`src/rtl/ex_seq_ctrl_if.sv`:
```
// Bundle of the issue, ALU and result-slot signals of the EX-stage sequencer.
// The slave modport is the sequencer; the master modport is its surroundings
// (ID issue side, combinational ALU and MEM/WB consumer).
interface ex_seq_ctrl_if #(
    parameter int REG_LENGTH   = 32,
    parameter int REG_ADDR_LEN = 5,
    parameter int OP_LENGTH    = 6
);
    // issue side
    logic                    in_valid;
    logic                    in_ready;
    logic [OP_LENGTH-1:0]    in_op;
    logic [REG_LENGTH-1:0]   in_a;
    logic [REG_LENGTH-1:0]   in_b;
    logic                    in_wr;
    logic [REG_ADDR_LEN-1:0] in_addr;
    // combinational ALU
    logic [OP_LENGTH-1:0]    alu_op;
    logic [REG_LENGTH-1:0]   alu_a;
    logic [REG_LENGTH-1:0]   alu_b;
    logic [REG_LENGTH-1:0]   alu_result;
    // result slot
    logic                    out_valid;
    logic                    out_ready;
    logic [REG_LENGTH-1:0]   out_data;
    logic                    out_wr;
    logic [REG_ADDR_LEN-1:0] out_addr;
    // status
    logic                    busy;

    modport master (
        output in_valid, in_op, in_a, in_b, in_wr, in_addr, alu_result, out_ready,
        input  in_ready, alu_op, alu_a, alu_b, out_valid, out_data, out_wr, out_addr, busy
    );

    modport slave (
        input  in_valid, in_op, in_a, in_b, in_wr, in_addr, alu_result, out_ready,
        output in_ready, alu_op, alu_a, alu_b, out_valid, out_data, out_wr, out_addr, busy
    );
endinterface

```
`src/rtl/ex_seq_ctrl.sv`:
```
// EX-stage sequencer: single-cycle ALU ops go straight into a registered
// result slot; multiplies run as a shift-and-add loop over the ALU add path.
module ex_seq_ctrl #(
    parameter int                   REG_LENGTH   = 32,
    parameter int                   REG_ADDR_LEN = 5,
    parameter int                   OP_LENGTH    = 6,
    parameter logic [OP_LENGTH-1:0] CMD_ADD_CODE = 6'h01,
    parameter logic [OP_LENGTH-1:0] CMD_MUL_CODE = 6'h20
) (
    input  logic          clk,
    input  logic          rst_n,
    ex_seq_ctrl_if.slave  bus
);

    localparam int CNT_W = (REG_LENGTH > 1) ? $clog2(REG_LENGTH) : 1;
    localparam logic [CNT_W-1:0] CNT_LAST = CNT_W'(REG_LENGTH - 1);

    typedef enum logic [1:0] {
        IDLE = 2'd0,
        MUL  = 2'd1,
        WB   = 2'd2
    } state_t;

    state_t                  r_state, w_state_next;
    logic [REG_LENGTH-1:0]   r_acc, w_acc_next;
    logic [REG_LENGTH-1:0]   r_mcand, w_mcand_next;
    logic [REG_LENGTH-1:0]   r_mplier, w_mplier_next;
    logic [CNT_W-1:0]        r_cnt, w_cnt_next;
    logic                    r_wr, w_wr_next;
    logic [REG_ADDR_LEN-1:0] r_addr, w_addr_next;
    logic                    r_out_valid, w_out_valid_next;
    logic [REG_LENGTH-1:0]   r_out_data, w_out_data_next;
    logic                    r_out_wr, w_out_wr_next;
    logic [REG_ADDR_LEN-1:0] r_out_addr, w_out_addr_next;

    logic w_slot_free;
    logic w_accept;
    logic w_is_mul;

    assign w_slot_free  = !r_out_valid || bus.out_ready;
    assign bus.in_ready = rst_n && (r_state == IDLE) && w_slot_free;
    assign w_accept     = bus.in_valid && bus.in_ready;
    assign w_is_mul     = (bus.in_op == CMD_MUL_CODE);

    assign bus.out_valid = r_out_valid;
    assign bus.out_data  = r_out_data;
    assign bus.out_wr    = r_out_wr;
    assign bus.out_addr  = r_out_addr;
    assign bus.busy      = (r_state != IDLE);

    // ALU operand mux: issue operands in IDLE, accumulator + shifted multiplicand otherwise.
    // A multiply op code on the issue bus is shown to the ALU as an add, so the
    // ALU never sees the multiply code; its result is ignored on that cycle anyway.
    always_comb begin
        bus.alu_op = CMD_ADD_CODE;
        bus.alu_a  = r_acc;
        bus.alu_b  = r_mcand;
        if (r_state == IDLE) begin
            bus.alu_op = w_is_mul ? CMD_ADD_CODE : bus.in_op;
            bus.alu_a  = bus.in_a;
            bus.alu_b  = bus.in_b;
        end
    end

    // Next-state and datapath update; a slot load in any state overrides the drain.
    always_comb begin
        w_state_next     = r_state;
        w_acc_next       = r_acc;
        w_mcand_next     = r_mcand;
        w_mplier_next    = r_mplier;
        w_cnt_next       = r_cnt;
        w_wr_next        = r_wr;
        w_addr_next      = r_addr;
        w_out_valid_next = r_out_valid && !bus.out_ready;
        w_out_data_next  = r_out_data;
        w_out_wr_next    = r_out_wr;
        w_out_addr_next  = r_out_addr;

        case (r_state)
            IDLE: begin
                if (w_accept) begin
                    if (w_is_mul) begin
                        w_acc_next    = '0;
                        w_mcand_next  = bus.in_a;
                        w_mplier_next = bus.in_b;
                        w_cnt_next    = '0;
                        w_wr_next     = bus.in_wr;
                        w_addr_next   = bus.in_addr;
                        w_state_next  = MUL;
                    end else begin
                        // any non-multiply code, known or not, captures the ALU output
                        w_out_data_next  = bus.alu_result;
                        w_out_wr_next    = bus.in_wr;
                        w_out_addr_next  = bus.in_addr;
                        w_out_valid_next = 1'b1;
                    end
                end
            end
            MUL: begin
                if (r_mplier[0]) begin
                    w_acc_next = bus.alu_result;
                end
                w_mcand_next  = r_mcand << 1;
                w_mplier_next = r_mplier >> 1;
                w_cnt_next    = r_cnt + 1'b1;
                if (r_cnt == CNT_LAST) begin
                    w_state_next = WB;
                end
            end
            WB: begin
                if (w_slot_free) begin
                    w_out_data_next  = r_acc;
                    w_out_wr_next    = r_wr;
                    w_out_addr_next  = r_addr;
                    w_out_valid_next = 1'b1;
                    w_state_next     = IDLE;
                end
            end
            default: begin
                w_state_next = IDLE;
            end
        endcase
    end

    // State and datapath registers; reset discards any op in flight.
    always_ff @(posedge clk or negedge rst_n) begin
        if (!rst_n) begin
            r_state     <= IDLE;
            r_acc       <= '0;
            r_mcand     <= '0;
            r_mplier    <= '0;
            r_cnt       <= '0;
            r_wr        <= 1'b0;
            r_addr      <= '0;
            r_out_valid <= 1'b0;
            r_out_data  <= '0;
            r_out_wr    <= 1'b0;
            r_out_addr  <= '0;
        end else begin
            r_state     <= w_state_next;
            r_acc       <= w_acc_next;
            r_mcand     <= w_mcand_next;
            r_mplier    <= w_mplier_next;
            r_cnt       <= w_cnt_next;
            r_wr        <= w_wr_next;
            r_addr      <= w_addr_next;
            r_out_valid <= w_out_valid_next;
            r_out_data  <= w_out_data_next;
            r_out_wr    <= w_out_wr_next;
            r_out_addr  <= w_out_addr_next;
        end
    end

endmodule

```
`src/flat_wrapper.sv`:
```
// flat-port wrapper written by rule: the top's interface ports become plain ports
module ex_seq_ctrl_flat 
#(
    parameter int                   REG_LENGTH   = 32,
    parameter int                   REG_ADDR_LEN = 5,
    parameter int                   OP_LENGTH    = 6,
    parameter logic [OP_LENGTH-1:0] CMD_ADD_CODE = 6'h01,
    parameter logic [OP_LENGTH-1:0] CMD_MUL_CODE = 6'h20
)
  (clk, rst_n, bus_in_valid, bus_in_op, bus_in_a, bus_in_b, bus_in_wr, bus_in_addr, bus_alu_result, bus_out_ready, bus_in_ready, bus_alu_op, bus_alu_a, bus_alu_b, bus_out_valid, bus_out_data, bus_out_wr, bus_out_addr, bus_busy);
  ex_seq_ctrl_if #(.REG_LENGTH(REG_LENGTH), .REG_ADDR_LEN(REG_ADDR_LEN), .OP_LENGTH(OP_LENGTH)) bus_i ();
  input  logic clk;
  input  logic rst_n;
  input wire logic [$bits(bus_i.in_valid)-1:0] bus_in_valid;
  input wire logic [$bits(bus_i.in_op)-1:0] bus_in_op;
  input wire logic [$bits(bus_i.in_a)-1:0] bus_in_a;
  input wire logic [$bits(bus_i.in_b)-1:0] bus_in_b;
  input wire logic [$bits(bus_i.in_wr)-1:0] bus_in_wr;
  input wire logic [$bits(bus_i.in_addr)-1:0] bus_in_addr;
  input wire logic [$bits(bus_i.alu_result)-1:0] bus_alu_result;
  input wire logic [$bits(bus_i.out_ready)-1:0] bus_out_ready;
  output wire logic [$bits(bus_i.in_ready)-1:0] bus_in_ready;
  output wire logic [$bits(bus_i.alu_op)-1:0] bus_alu_op;
  output wire logic [$bits(bus_i.alu_a)-1:0] bus_alu_a;
  output wire logic [$bits(bus_i.alu_b)-1:0] bus_alu_b;
  output wire logic [$bits(bus_i.out_valid)-1:0] bus_out_valid;
  output wire logic [$bits(bus_i.out_data)-1:0] bus_out_data;
  output wire logic [$bits(bus_i.out_wr)-1:0] bus_out_wr;
  output wire logic [$bits(bus_i.out_addr)-1:0] bus_out_addr;
  output wire logic [$bits(bus_i.busy)-1:0] bus_busy;
  assign bus_i.in_valid = bus_in_valid;
  assign bus_i.in_op = bus_in_op;
  assign bus_i.in_a = bus_in_a;
  assign bus_i.in_b = bus_in_b;
  assign bus_i.in_wr = bus_in_wr;
  assign bus_i.in_addr = bus_in_addr;
  assign bus_i.alu_result = bus_alu_result;
  assign bus_i.out_ready = bus_out_ready;
  assign bus_in_ready = bus_i.in_ready;
  assign bus_alu_op = bus_i.alu_op;
  assign bus_alu_a = bus_i.alu_a;
  assign bus_alu_b = bus_i.alu_b;
  assign bus_out_valid = bus_i.out_valid;
  assign bus_out_data = bus_i.out_data;
  assign bus_out_wr = bus_i.out_wr;
  assign bus_out_addr = bus_i.out_addr;
  assign bus_busy = bus_i.busy;
  ex_seq_ctrl #(.REG_LENGTH(REG_LENGTH), .REG_ADDR_LEN(REG_ADDR_LEN), .OP_LENGTH(OP_LENGTH), .CMD_ADD_CODE(CMD_ADD_CODE), .CMD_MUL_CODE(CMD_MUL_CODE)) u_core (.clk(clk), .rst_n(rst_n), .bus(bus_i));
endmodule
```
`config.mk`:
```
export PLATFORM = sky130hd
export DESIGN_NAME = ex_seq_ctrl_flat
export DESIGN_NICKNAME = d
export VERILOG_FILES = /design/src/rtl/ex_seq_ctrl_if.sv /design/src/rtl/ex_seq_ctrl.sv /design/src/flat_wrapper.sv
export SDC_FILE = /design/constraint.sdc
export NUM_CORES = 1
export LEC_CHECK = 0
export CAP_MARGIN = 0
export CELL_PAD_IN_SITES_DETAIL_PLACEMENT = 0
export CELL_PAD_IN_SITES_GLOBAL_PLACEMENT = 1
export CORE_UTILIZATION = 36
export DETAILED_ROUTE_END_ITERATION = 8
export PLACE_DENSITY_LB_ADDON = 0.1
export SYNTH_ARGS = -nofsm -noshare
export SYNTH_HDL_FRONTEND = slang
export SYNTH_SLANG_ARGS = --single-unit
```
`constraint.sdc`:
```
create_clock -name clk -period 1.9 [get_ports clk]
set_input_delay 0.285 -clock clk [delete_from_list [all_inputs] [get_ports clk]]
set_output_delay 0.285 -clock clk [all_outputs]
set_load 0.05 [all_outputs]
```
==> results of run 1 <==
==> kinds of logic (layout without fill, tap and decap cells) <==
| kind of cell | after synthesis | in the layout | share of synthesized area |
|---|---|---|---|
| other | 0 | 1 | 0 |
| adder cells (fa/ha/maj) | 2 | 2 | 0.00323 |
| multiplexers | 110 | 110 | 0.154 |
| AND/OR/NAND/NOR | 264 | 264 | 0.169 |
| buffers and inverters | 76 | 311 | 0.0447 |
| flip-flops | 148 | 148 | 0.478 |
| AO/OA/AOI/OAI | 212 | 212 | 0.151 |
==> state kept, by name, indices dropped and copies added (netlist names), 2 cells and up <==
signal / flops
u_core.bus.out_addr: 5
u_core.bus.out_data: 32
u_core.r_acc: 32
u_core.r_addr: 5
u_core.r_cnt: 5
u_core.r_mcand: 32
u_core.r_mplier: 32
u_core.r_state: 2
==> worst max path at each step <==
stage | slack, ps | end
6_report | -270 | bus_alu_a[8]
5_1_grt | -320 | bus_alu_a[16]
4_1_cts | -320 | bus_alu_b[2]
3_5_place_dp | -250 | u_core.r_mplier[25]
3_3_place_gp | -220 | u_core.r_mplier[31]
2_1_floorplan | 50 | u_core.r_acc[10]
==> power by group <==
part	total [µW]	internal (µW)	leakage, µW	switching (µW)
Combinational	4280	1870	0.00342	2410
Sequential	4900	4130	0.00156	769
Clock	3300	1860	0.000272	1440
Total	12500	7860	0.00525	4620
==> layout by cell type (no fill, tap or decap), types with 2 or more instances in the layout <==
cell type | netlist | final
dfrtp_1 | 148 | 147
clkdlybuf4s50_1 | 0 | 109
nor2_1 | 101 | 101
o21ai_0 | 101 | 99
nand2_1 | 75 | 75
a31oi_1 | 64 | 64
nand3b_1 | 63 | 63
mux2_4 | 0 | 50
buf_8 | 0 | 44
a21oi_1 | 40 | 40
mux2i_1 | 39 | 39
buf_12 | 0 | 29
buf_6 | 0 | 26
buf_4 | 11 | 24
dlymetal6s2s_1 | 0 | 23
mux2_2 | 71 | 21
clkbuf_16 | 0 | 21
dlygate4sd2_1 | 0 | 16
o21ai_1 | 3 | 5
nor2b_1 | 4 | 4
clkinvlp_4 | 0 | 4
and2_4 | 0 | 4
inv_6 | 0 | 4
nand3_1 | 3 | 3
o211ai_1 | 3 | 3
clkinv_2 | 0 | 3
and3_4 | 0 | 2
ha_1 | 2 | 2
buf_16 | 0 | 2
==> Yosys cell counts <==
cell type	instances	area (µm²)
and4b_1	1	10.0
nand4b_1	1	8.76
and3_1	3	18.8
nor2_4	1	11.3
nor4_4	1	21.3
nand2b_1	3	18.8
inv_1	1	3.75
nor3b_1	1	7.51
a31oi_1	64	400
nand3b_1	63	473
and2_1	5	31.3
ha_1	2	25.0
mux2i_1	39	390
nand2_1	75	282
dfrtp_1	148	3700
nor2_1	101	379
clkbuf_2	1	5.00
mux2_2	71	800
a2111oi_4	1	27.5
a21oi_1	40	200
o21ai_1	3	15.0
nor3_1	2	10.0
o21ai_0	101	505
buf_4	11	82.6
nand3_1	3	15.0
buf_2	15	75.1
o211ai_1	3	22.5
buf_1	6	22.5
clkbuf_1	42	158
nor2b_1	4	25.0
==> layout make-up <==
class	count	area share
Multi-Input combinational cell	588	0.329
Sequential cell	148	0.310
Timing Repair Buffer	278	0.284
Clock buffer	19	0.0371
Tap cell	275	0.0288
Clock inverter	13	0.0103
Inverter	1	0.000628
Antenna cell	1	0.000209
==> per-layer routing <==
metal,vias to the layer above,GRT usage,part of all wire
met2,151,0.337,0.46
met5,-,0,0
met4,0,0.0608,0.014
met3,22,0.0595,0.050
li1,3320,-,-
met1,3381,0.324,0.48
==> what timing repair did <==
item,CTS,global route
cloned,2,4
endpoints found under the hold margin,91,0
pin swaps,1,4
hold buffers,1,0
gates resized for setup,98,123
setup endpoints to repair,87,106
setup buffers,6,6
==> worst max-delay path, stage by stage, from the launching register on <==
cell       delay [ps]
dfrtp_4           480
nor2_4            150
buf_12            170
clkbuf_16         170
mux2_4            310
buf_8             150
==> metrics by stage <==
stage | total power [µW] | setup WS, ps
after detailed placement | 8810 | -254
final | 12500 | -265
after CTS | 12300 | -318
after global placement | 8760 | -222
after global routing | 13100 | -316
after floorplan | 7180 | 53.0
==> metrics.md, run 1 <==
| Metric | Value |
|---|---|
| Final Slew Violations | `0` |
| Post-layout minimum cycle time | `2170 ps` |
| Crit. End Element | `primary output` |
| CTS buffer count | `17` |
| Setup WS post-layout | `-265 ps` |
| Ratio of final minimum period to clock period | `1.14` |
| Vias per cell | `5.20` |
| Final Net Count | `1,148` |
| Residual DRC count | `0` |
| Worst-case clock buffer depth | `2` |
| Final antenna-violating net count | `0` |
| Total area of multi-input combinational cells | `3930 µm²` |
| Global routing usage summed across all routing layers | `0.227` |
| Overall routed net length | `25.3 mm` |
| Worst-Skew Late Latency | `430 ps` |
| Root cell of the clock tree | `clkbuf_16` |
| Number of sinks on the clock net | `148` |
| Die Span Y | `149 µm` |
| Sequential area share after synthesis | `0.478` |
| Crit Path Max Fanout | `6` |
| Post-synthesis cell count | `812` |
| Min-delay worst type | `primary input to asynchronous set/reset pin` |
| Number of failing hold endpoints at the final stage | `0` |
| Final core utilization | `0.567` |
| Setup crit start kind | `flop` |
| #FFs+latches synth | `148` |
| Total number of vias | `6,874` |
| Routability congestion estimate from global placement | `0.776` |
| First-pass GRT wire length | `38.4 mm` |
| Count of different cell masters after synthesis | `30` |
| Transition time of the tightest slew-check pin | `753 ps` |
| Grt total ovfl | `0` |
| Die Outline Area | `22,100 µm²` |
| Number of violations of the max-capacitance limit | `0` |
| Number of I/O pins | `223` |
| Max-slew headroom | `0.498` |
| Number of cells on the worst reg-to-reg path | `7` |
| Chip Width | `149 µm` |
| Final-layout setup total negative slack | `-16,570 ps` |
| WP data arrival | `1880 ps` |
| Clock tree from TritonCTS | `done` |
| Starting density of the core | `0.367` |
| Post-synthesis instance area | `7750 µm²` |
| Routed length per placed instance | `19.1 µm` |
| Initial antenna violation count | `1` |
| Highest clock rate | `462 MHz` |
| Post-synthesis average cell area | `9.54 µm²` |
| Yosys Warn Count | `0` |
| Number of rows created at floorplan | `53` |
| Critical register-to-register path endpoint | `u_core.bus.out_data[17]` |
| Number of fill cells | `1,871` |
| Synth Net Count | `926` |
| Port buffer count | `222` |
| Number of standard cells in the final layout excluding fillers | `1,323` |
| Number of optimization iterations in the first detailed-route pass | `5` |
| Setup skew after layout | `9.64 ps` |
| Via count of the first global-routing pass | `6,757` |
| Worst Setup SP | `u_core.r_state[1]` |
| Classification of the worst setup path | `flop to primary output` |
| Placed insts | `1,272` |
| DRC violation total after the first TritonRoute iteration | `422` |
| Register-to-Register Setup Slack | `110 ps` |
| Largest vdd supply drop | `0.599 mV` |
| Area grow syn2layout | `54.3%` |
| Setup repair after global routing missed its margin | `yes` |
| Clock-pin slew reported for the worst setup and hold paths after clock tree synthesis | `70 ps` |
| Area taken by flip-flops and latches | `3710 µm²` |
| Fraction of final layout cells with drive strength greater than 1 | `0.236` |
| Standard cell area after detailed placement | `10,400 µm²` |
| Violated checks | `setup timing` |
| Area of the core | `21,100 µm²` |
| Pin count of the biggest net entering global routing | `91` |
| Number of levels in the clock H-tree | `4` |
| Status | `finished, violations left` |
| Leak pwr | `0.00525 µW` |
| Pwr/cell area | `1040 nW/µm²` |
| RR Startpoint | `u_core.r_state[1]` |
| Fin area | `12,000 µm²` |
| Finish-stage setup viols | `72` |
| Worst hold-check slack | `212 ps` |
| DP Wirelength | `16.7 mm` |
| Required time at the worst-slack endpoint | `1620 ps` |
No activity file was read; power rests on OpenSTA's default activity.
==> inputs of run 2 (changes only) <==
Settings changed: CTS_CLUSTER_SIZE from default to 10.
==> results of run 2 <==
Same layout as run 1: the final DEF is identical, and so are final timing and power.
